### config.mk
export PLATFORM = sky130hd
export DESIGN_NAME = div_issue_ctrl
export DESIGN_NICKNAME = d
export VERILOG_FILES = /design/src/rtl/div_issue_ctrl.sv
export SDC_FILE = /design/constraint.sdc
export NUM_CORES = 1
export LEC_CHECK = 0
export ABC_CLOCK_PERIOD_IN_PS = 6650
export CAP_MARGIN = 20
export CORE_MARGIN = 8
export CORE_UTILIZATION = 45
export CTS_CLUSTER_SIZE = 12
export DETAILED_ROUTE_END_ITERATION = 8
export PLACE_DENSITY_LB_ADDON = 0.12
export SLEW_MARGIN = 25
export SYNTH_ARGS = -nofsm -noshare
export SYNTH_HDL_FRONTEND = slang
export SYNTH_SLANG_ARGS = --single-unit
### constraint.sdc
create_clock -name clk -period 6.65 [get_ports clk]
set_clock_uncertainty 0.05 [all_clocks]
set_input_delay 0.9975 -clock clk [delete_from_list [all_inputs] [get_ports clk]]
set_output_delay 0.9975 -clock clk [all_outputs]
set_load 0.01 [all_outputs]
### src/rtl/div_issue_ctrl.sv
// EX-stage issue controller for the multicycle divider.
// Fast-paths divide-by-zero/overflow, otherwise runs the start/busy handshake.
module div_issue_ctrl #(
    parameter int D_WIDTH = 32
) (
    input  logic               clk,
    input  logic               rst,
    input  logic               op_valid,
    input  logic [1:0]         op_ctrl,
    input  logic [D_WIDTH-1:0] op_a,
    input  logic [D_WIDTH-1:0] op_b,
    input  logic               flush,
    output logic               stall,
    output logic               res_valid,
    output logic [D_WIDTH-1:0] res_data,
    output logic               div_start,
    output logic [1:0]         div_ctrl,
    output logic [D_WIDTH-1:0] div_num,
    output logic [D_WIDTH-1:0] div_den,
    input  logic               div_busy,
    input  logic [D_WIDTH-1:0] div_result
);

    typedef enum logic [2:0] {
        S_IDLE,
        S_ISSUE,
        S_WAIT,
        S_CAPTURE,
        S_RESP,
        S_DRAIN,
        S_DSKIP
    } state_t;

    localparam logic [D_WIDTH-1:0] INT_MIN = {1'b1, {(D_WIDTH-1){1'b0}}};

    state_t             state;
    logic               accept;
    logic               b_zero;
    logic               ovf;
    logic [D_WIDTH-1:0] fast_res;

    assign accept = (state == S_IDLE) & op_valid & ~flush;
    assign b_zero = (op_b == '0);
    assign ovf    = ~op_ctrl[0] & (op_a == INT_MIN) & (op_b == '1);

    // op_ctrl[1] selects remainder
    always_comb begin
        fast_res = '0;
        unique case (1'b1)
            b_zero:  fast_res = op_ctrl[1] ? op_a : '1;
            ovf:     fast_res = op_ctrl[1] ? '0 : op_a;
            default: fast_res = '0;
        endcase
    end

    assign stall = accept
                 | (state inside {S_ISSUE, S_WAIT, S_CAPTURE})
                 | ((state inside {S_DRAIN, S_DSKIP}) & op_valid);

    assign res_valid = (state == S_RESP) & ~flush;

    always_ff @(posedge clk) begin
        if (rst) begin
            state     <= S_IDLE;
            res_data  <= '0;
            div_start <= 1'b0;
            div_ctrl  <= '0;
            div_num   <= '0;
            div_den   <= '0;
        end else begin
            unique case (state)
                S_IDLE: begin
                    if (accept) begin
                        if (b_zero | ovf) begin
                            res_data <= fast_res;
                            state    <= S_RESP;
                        end else begin
                            div_num   <= op_a;
                            div_den   <= op_b;
                            div_ctrl  <= op_ctrl;
                            div_start <= 1'b1;
                            state     <= S_ISSUE;
                        end
                    end
                end
                S_ISSUE: begin
                    div_start <= 1'b0;
                    state     <= flush ? S_DRAIN : S_WAIT;
                end
                S_WAIT: begin
                    if (flush)
                        state <= S_DRAIN;
                    else if (!div_busy)
                        state <= S_CAPTURE;
                end
                S_CAPTURE: begin
                    if (!flush)
                        res_data <= div_result;
                    state <= flush ? S_IDLE : S_RESP;
                end
                S_RESP: state <= S_IDLE;
                // divider cannot abort: wait out the run, then skip its result
                S_DRAIN: begin
                    if (!div_busy)
                        state <= S_DSKIP;
                end
                S_DSKIP: state <= S_IDLE;
                default: state <= S_IDLE;
            endcase
        end
    end

endmodule
* Word-level counts from Yosys, hierarchy flattened
Index checks and enable logic that the tools add are counted.
** Cells by class
- Mux-type cells :: 18
- Reductions and logical operators :: 10
- Equal/unequal tests :: 14
- Bitwise gates (word level) :: 12
** Operator list (count)
- 32-bit 2-to-1 mux :: 5
- 32-bit one-hot mux with 2 select lines :: 2
- 32-bit equality test, second input constant :: 2
- 32-bit zero test :: 1
- 3-bit 2-to-1 mux :: 7
- 3-bit one-hot mux with 5 select lines :: 1
- 3-bit equality test, second input constant :: 3
- 3-bit AND reduction :: 3
- 2-bit inequality test, second input constant :: 4
- 1-bit AND :: 6
- 3-bit by 2-bit equality test with 1-bit output, second input constant :: 2
- 2-bit nonzero test :: 3
- 4-bit AND reduction :: 1
- 3-bit by 1-bit equality test with 1-bit output, second input constant :: 1
- 3-bit zero test :: 1
- 3-bit inequality test, second input constant :: 1
- 1-bit inverter :: 3
- 1-bit OR :: 3
- 3-bit nonzero test :: 1
- 1-bit 2-to-1 mux :: 2
- 2-bit by 1-bit inequality test with 1-bit output, second input constant :: 1
- 1-bit one-hot mux with 2 select lines :: 1
** Storage, ports and cells
- Flip-flop bits (word level) :: 102
- Input bits :: 103

* Depth between registers and ports, before layout
Gate-level depths: netlist (run 1).
- Word-level depth :: 7
- Mapped depth :: 9

* Worst setup path after synthesis (run 1)
Ideal clock, no wire load.
- Kind :: input port to flip-flop
- From :: input port op_a[30]
- To :: register div_den[10]
- Arrival time :: 2.860 ns
- Stages on the path :: 8
- Slack :: 3.613 ns
- Required time :: 6.472 ns
- Path buffers :: 3
- Cells stage by stage :: or4b_1 > or4_1 > buf_2 > o211ai_2 > buf_6 > buf_6 > mux2i_1 > nor2_1
** Between the ends
- Cells in the longest elaborated chain, start to end :: 6
** Ends and longest elaborated chain
- start, declared :: line 10 : input logic [D_WIDTH-1:0] op_a,
- 32-bit equality test :: line 44 : assign ovf = ~op_ctrl[0] & (op_a == INT_MIN) & (op_b == '1);
- 1-bit AND (2 in a row) :: line 44
- 1-bit OR :: line 74 : if (b_zero | ovf) begin
- 1-bit inverter (no line)
- 3-bit AND reduction (no line)
- end signal, assigned :: line 79 : div_den <= op_b;
- end, declared :: line 19 : output logic [D_WIDTH-1:0] div_den,
Every way passes these cells.
A chain may end at the register's enable or synchronous reset.

* Worst setup path in the final report (run 1)
- From :: input port op_a[10]
- To :: register div_den[3]
Same word-level chain as after synthesis.

==> run_results.csv, run 1 <==
group,metric,value,unit
worst_setup_path,cp-start-kind,"input pin",
hold_path,hold_class,"reg -> reg",
sta,slew_viol_final,0,
die,placementRows,37,
die,start_util,45.4,%
sta,fin_tns_setup,0,ns
die,die_w,117,um
drt,wirelength,15700,um
placement,io_buffers,203,
sta,max-slew-margin-rel,47.0,%
sta,worstMarginPinSlew,0.794,ns
worst_setup_path,cp.arrival,4.19,ns
clock_tree,cts_tree,"yes",
yosys,synthesis.nets,623,
clock_tree,cts_hold_buf,0,
drt,postRouteAntennaNets,0,
drt,drcViolationCount,0,
cells_and_area,syn_to_final_growth,48.2,%
drt,wl_per_cell,18.9,um
yosys,synth_area_leaders,"dfxtp_1, mux2i_1, nor2_1",
placement,pre_cts_ws,2.24,ns
die,die_h,117,um
sta,hold_viol,0,
sta,fin_crit_sh,60.3,%
sta,min_period,4.01,ns
clock_tree,post_cts_resized,0,
die,pin_count,204,
clock_tree,cts_max_path_buffers,2,
clock_tree,cts_num_sinks,102,
yosys,yosys_warnings,0,
power,power_density,187,nW/um^2
cells_and_area,fillers,870,
worst_setup_path,worstPathCellList,"clkdlybuf4s50_1 > nor4_1 > nand4_1 > or4_1 > o211ai_4 > buf_12 > mux2i_1 > nor2_1",
yosys,syn_inst,520,
global_routing,grt_pass1_wl,24000,um
cells_and_area,instances_no_fill,833,
global_routing,grt_pass1_vias,4594,
cells_and_area,multi_input_area,2340,sq um
cells_and_area,regArea,2040,sq um
sta,max_freq,249,MHz
global_routing,grt_max_degree,104,
worst_setup_path,critPathSlowestCell,"or4_1",
drt,num_vias,4528,
cells_and_area,drive_gt1_share,3.87,%
sta,setup_ws,2.64,ns
die,core-area,10100,sq um
run_status,status,"finished, final reports clean",
die,dieArea,13700,sq um
worst_setup_path,critPathMaxFanout,52,
placement,gp_congestion,0.818,
clock_tree,cts_made_buffers,9,
yosys,netlist_area,4600,sq um
global_routing,grt_overflow,0,
cells_and_area,utilization,67.3,%
global_routing,grt_antenna_before_repair,0,
worst_setup_path,crit_buf_inv,2,
power,power,0.00127,W
yosys,yosysSeqAreaShare,44.4,%
placement,hpwl,11500,um
yosys,synth-seq-cells,102,
yosys,synth_top_area_cell,"dfxtp_1",
yosys,synth_top_area_share,44.4,%
drt,first_pass_iters,4,
clock_tree,clk_pin_slew_worst_paths,0.10,ns
cells_and_area,n_antenna_cell,0,
run,maxCapViolations,0,
clock_tree,clockRootBuffer,"clkbuf_8",
placement,place_inst,817,
power,leakagePower,2.73,nW
sta,rsz0062_at_grt,"no",
global_routing,track_usage,22.4,%
clock_tree,post_cts_buffers,0,
worst_setup_path,critPathTopFamily,"simple AND/OR/NAND/NOR gates",
yosys,ys_types,38,
clock_tree,clock_latency,0.36,ns
drt,detail_route.vias_per_cell,5.44,
power,vdd_drop_max,0.000133,V
clock_tree,cts_htree_levels,3,
drt,dr.first_iter.drc_count,386,
worst_setup_path,required,6.83,ns
sta,setup_viol,0,
worst_setup_path,crit_type,"in -> reg",
worst_setup_path,cp-end-kind,"flip-flop",
worst_setup_path,critPathMaxStageDelay,0.73,ns
yosys,avgSynthCellArea,8.85,sq um
cells_and_area,fin_nets,795,
==> power breakdown <==
part	internal [W]	leakage, nW	total (W)	switching (W)
logic	0.000140	1.81	0.000247	0.000107
clock network	0.000156	0.0913	0.000372	0.000215
registers	0.000637	0.829	0.000654	0.0000170
total	0.000933	2.73	0.00127	0.000339
==> cell families after synthesis <==
family	after synthesis	share of synthesized area (%)
muxes	66	14.4
DFF	102	44.4
buffers and inverters	49	5.16
and+or+nand+nor	220	23.4
AOI/OAI and AO/OA	83	12.7
==> per-stage QoR <==
stage                     hold slack [ns]  cell area, sq um
after floorplan                     0.482              4600
after global routing                0.477              6820
after detailed placement            0.437              6640
after global placement              0.425              6640
after CTS                           0.456              6820
final                               0.451              6820
==> layout make-up <==
class                      instances  area share, %
multi-input combinational        369           34.3
timing repair buffer             207           30.4
sequential                       102           29.9
tap                              136           2.49
clock buffer                      11           2.22
clock inverter                     5          0.495
inverter                           3          0.165
==> worst register-to-register path, cell delays in order, from the launching register on <==
cell	delay [ns]
dfxtp_1	0.57
nand2b_1	0.23
nor2_1	0.05
nand2_1	0.19
o32a_1	0.17
buf_4	0.36
nand2_2	0.48
a221oi_1	0.44
==> sequential cells by signal, indices dropped and copies added (netlist names) <==
| signal | cells |
|---|---|
| div_ctrl | 2 |
| div_den | 32 |
| div_num | 32 |
| div_start | 1 |
| res_data | 32 |
| state | 3 |
==> cell usage in the layout (no fill, tap or decap), drive strengths merged, types with 2 or more instances in the layout <==
cell type | synthesis | routed
a211oi | 2 | 2
a21oi | 35 | 35
nor4 | 15 | 15
clkinv | 0 | 3
nand2 | 8 | 8
nand4b | 3 | 3
clkinvlp | 0 | 2
inv | 3 | 3
buf | 14 | 6
dfxtp | 102 | 102
nor4b | 2 | 2
o21ai | 4 | 4
mux2i | 66 | 66
a311oi | 2 | 2
nor2 | 107 | 107
clkbuf | 32 | 11
nand2b | 2 | 2
or4 | 2 | 2
a221oi | 32 | 32
nor2b | 33 | 33
nand4 | 8 | 8
clkdlybuf4s50 | 0 | 201
nor3 | 34 | 34
==> routing by layer <==
| metal | GRT usage [%] | up-vias | share of wire, % |
|---|---|---|---|
| met2 | 36.4 | 158 | 47 |
| met5 | 0 | - | 0 |
| met4 | 5.03 | 0 | 0.86 |
| met1 | 27.6 | 2152 | 42 |
| met3 | 8.47 | 10 | 9.9 |
| li1 | - | 2208 | - |
==> cell usage after synthesis (all sizes together) <==
| master | n |
|---|---|
| nor2 | 107 |
| dfxtp | 102 |
| mux2i | 66 |
| a21oi | 35 |
| nor3 | 34 |
| nor2b | 33 |
| a221oi | 32 |
| clkbuf | 32 |
| nor4 | 15 |
| buf | 14 |
| nand2 | 8 |
| nand4 | 8 |
| o21ai | 4 |
| inv | 3 |
| nand4b | 3 |
| a211oi | 2 |
| a311oi | 2 |
| nand2b | 2 |
| nor4b | 2 |
| or4 | 2 |
| a2111o | 1 |
| a2111oi | 1 |
| a221o | 1 |
| and3 | 1 |
| and4b | 1 |
| nand3 | 1 |
| o211ai | 1 |
| o21a | 1 |
| o21bai | 1 |
| o22a | 1 |
| o32a | 1 |
| or2 | 1 |
| or3 | 1 |
| or4b | 1 |
==> final timing paths <==
check | startpoint | endpoint | slack (ns) | depth (start not counted)
setup reg to reg | state[1]$_SDFFE_PP0P_ | res_data[16]$_SDFFE_PP0P_ | 4.00 | 7
hold / removal | div_num[19]$_SDFFE_PP0P_ | div_num[19]$_SDFFE_PP0P_ | 0.45 | 2
hold reg to reg | div_num[19]$_SDFFE_PP0P_ | div_num[19]$_SDFFE_PP0P_ | 0.45 | 2
setup / recovery | op_a[10] | div_den[3]$_SDFFE_PP0P_ | 2.64 | 8
Note: power is estimated with default switching activity, not from simulation.
==> run 2, diff against run 1 <==
ABC_CLOCK_PERIOD_IN_PS = 3450   (was 6650)
CORE_UTILIZATION = 38   (was 45)
clock period = 3.45 ns   (was 6.65 ns; I/O delays follow)
==> run 2 against run 1 <==
Effect of this change:
- routed wire length rose by 3.6%
- core utilization is 7.9 points lower
- sequential power rose by 93%
- largest power group unchanged
- final cell count grew 2.9%
- highest routed layer unchanged
- register-to-register slack got worse by 2.8 ns
==> run_results.csv, run 2 (same netlist as run 1, synthesis figures left out) <==
group,metric,value,unit
power,vdd_drop_max,0.000251,V
clock_tree,clockRootBuffer,"clkbuf_16",
clock_tree,cts_hold_buf,0,
cells_and_area,fillers,1116,
global_routing,grt_max_degree,104,
die,die_w,126,um
sta,fin_crit_sh,91.3,%
clock_tree,post_cts_buffers,0,
sta,slew_viol_final,0,
clock_tree,clk_pin_slew_worst_paths,0.07,ns
sta,setup_ws,0.302,ns
worst_setup_path,cp-end-kind,"flip-flop",
worst_setup_path,cp_num_cells,10,
cells_and_area,n_antenna_cell,0,
run_status,status,"finished, final reports clean",
clock_tree,cts_made_buffers,9,
worst_setup_path,critPathTopFamily,"simple AND/OR/NAND/NOR gates",
global_routing,grt_pass1_vias,4621,
worst_setup_path,reg2reg_depth,5,
placement,gp_congestion,0.787,
cells_and_area,fin_nets,808,
worst_setup_path,reg2reg_setup_slack,1.22,ns
worst_setup_path,crit_buf_inv,4,
clock_tree,cts_htree_levels,3,
sta,hold_viol,0,
global_routing,track_usage,20.1,%
sta,setup_viol,0,
run,maxCapViolations,0,
cells_and_area,final_common_cell,"clkdlybuf4s50_1",
clock_tree,post_cts_resized,0,
drt,drcViolationCount,0,
hold_path,hold_class,"reg -> reg",
clock_tree,cts_num_sinks,102,
worst_setup_path,critPathMaxFanout,18,
placement,io_buffers,203,
die,dieArea,15900,sq um
worst_setup_path,cp.arrival,3.35,ns
sta,min_period,3.15,ns
worst_setup_path,required,3.65,ns
worst_setup_path,r2r_end,"res_data[6]$_SDFFE_PP0P_",
die,die_h,126,um
global_routing,grt_pass1_wl,25600,um
drt,wirelength,16300,um
placement,pre_cts_ws,-0.0541,ns
placement,place_inst,841,
worst_setup_path,reg2reg_from,"state[0]$_SDFFE_PP0P_",
die,placementRows,40,
cells_and_area,drive_gt1_share,5.07,%
power,leakagePower,2.84,nW
global_routing,grt_antenna_before_repair,0,
sta,max-slew-margin-rel,47.9,%
global_routing,grt_overflow,0,
cells_and_area,layout_common_cells,"clkdlybuf4s50_1, nor2_1, dfxtp_1, mux2i_1, a21oi_1",
die,pin_count,204,
worst_setup_path,cpMostUsedCell,"buf_4",
drt,first_pass_iters,4,
power,power_density,380,nW/um^2
clock_tree,cts_tree,"yes",
cells_and_area,instances_no_fill,857,
cells_and_area,syn_to_final_growth,53.6,%
clock_tree,cts_max_path_buffers,2,
drt,postRouteAntennaNets,0,
die,start_util,38.6,%
placement,hpwl,12200,um
drt,dr.first_iter.drc_count,277,
worst_setup_path,critPathSlowestCell,"or4_1",
worst_setup_path,crit_type,"in -> reg",
drt,num_vias,4553,
worst_setup_path,crit_start,"op_a[10]",
cells_and_area,reg_top3,"div_den x32, div_num x32, res_data x32",
worst_setup_path,critPathMaxStageDelay,0.68,ns
die,core-area,11900,sq um
drt,wl_per_cell,19.0,um
sta,max_freq,318,MHz
worst_setup_path,endpoint,"res_data[6]$_SDFFE_PP0P_",
worst_setup_path,cp-start-kind,"input pin",
worst_setup_path,worstPathCellList,"clkdlybuf4s50_1 > nor4_1 > buf_4 > nand4_1 > or4_1 > buf_4 > nor3_4 > buf_4 > nor2_1 > a221oi_1",
sta,rsz0062_at_grt,"no",
sta,worstMarginPinSlew,0.781,ns
clock_tree,clock_latency,0.35,ns
drt,detail_route.vias_per_cell,5.31,
run 2: changes by cell type in the layout (fill, tap and decap cells not counted), moves of 2 or more:
cell / change
clkbuf_8: -11
buf_4: +9
clkbuf_16: +9
buf_12: +4
clkbuf_1: +2
run 2: worst reg2reg max path: stages, from the launching register on:
cell and delay [ns]:
dfxtp_1 0.53, nand2_1 0.20, nor2_4 0.53, buf_4 0.40, a21oi_1 0.12, a221oi_1 0.31
run 2: how the worst min path moves through the flow:
stage / startpoint / endpoint / slack (ns) / cells past startpoint
finish: div_num[17]$_SDFFE_PP0P_ / div_num[17]$_SDFFE_PP0P_ / 0.44 / 2
global placement: div_num[18]$_SDFFE_PP0P_ / div_num[18]$_SDFFE_PP0P_ / 0.42 / 2
floorplan: div_start$_SDFFE_PP0P_ / div_start$_SDFFE_PP0P_ / 0.48 / 2
CTS: div_num[17]$_SDFFE_PP0P_ / div_num[17]$_SDFFE_PP0P_ / 0.45 / 2
detailed placement: div_num[17]$_SDFFE_PP0P_ / div_num[17]$_SDFFE_PP0P_ / 0.43 / 2
global route: div_num[17]$_SDFFE_PP0P_ / div_num[17]$_SDFFE_PP0P_ / 0.47 / 2
run 2: cell type report:
class | instances | area [sq um] | share of cell area, %
inverters | 3 | 11.3 | 0.159
clock buffers | 11 | 233 | 3.29
clock inverters | 5 | 36.3 | 0.513
multi-input cells | 369 | 2340 | 33.1
well taps | 147 | 184 | 2.60
repair buffers | 220 | 2220 | 31.5
flip-flops and latches | 102 | 2040 | 28.9
run 2: stage by stage:
stage	power, W	TNS, ns	hold slack, ns	cell area (sq um)	utilization, %
final	0.00268	0	0.442	7070	59.3
after global routing	0.00281	0	0.471	7070	59.3
after CTS	0.00273	0	0.449	7070	59.3
after detailed placement	0.00178	-0.663	0.434	6800	57.1
after global placement	0.00177	0	0.423	6800	57.1
after floorplan	0.00149	0	0.482	4600	-
run 2: power breakdown:
part           internal [W]  switching (W)
combinational      0.000280       0.000206
clock              0.000490       0.000447
sequential          0.00123      0.0000331
run 2: routing by layer:
metal	track usage [%]	vias up	routed length [um]
met3	7.85	12	1320
met4	5.59	0	238
met1	23.8	2146	6950
met5	0	-	0
met2	33.3	159	7770
li1	-	2236	-
==> run 3, diff against run 2 <==
ABC_CLOCK_PERIOD_IN_PS = default   (was 3450)
==> results of run 3 <==
The final DEF is identical to that of run 2; final timing and power are the same.
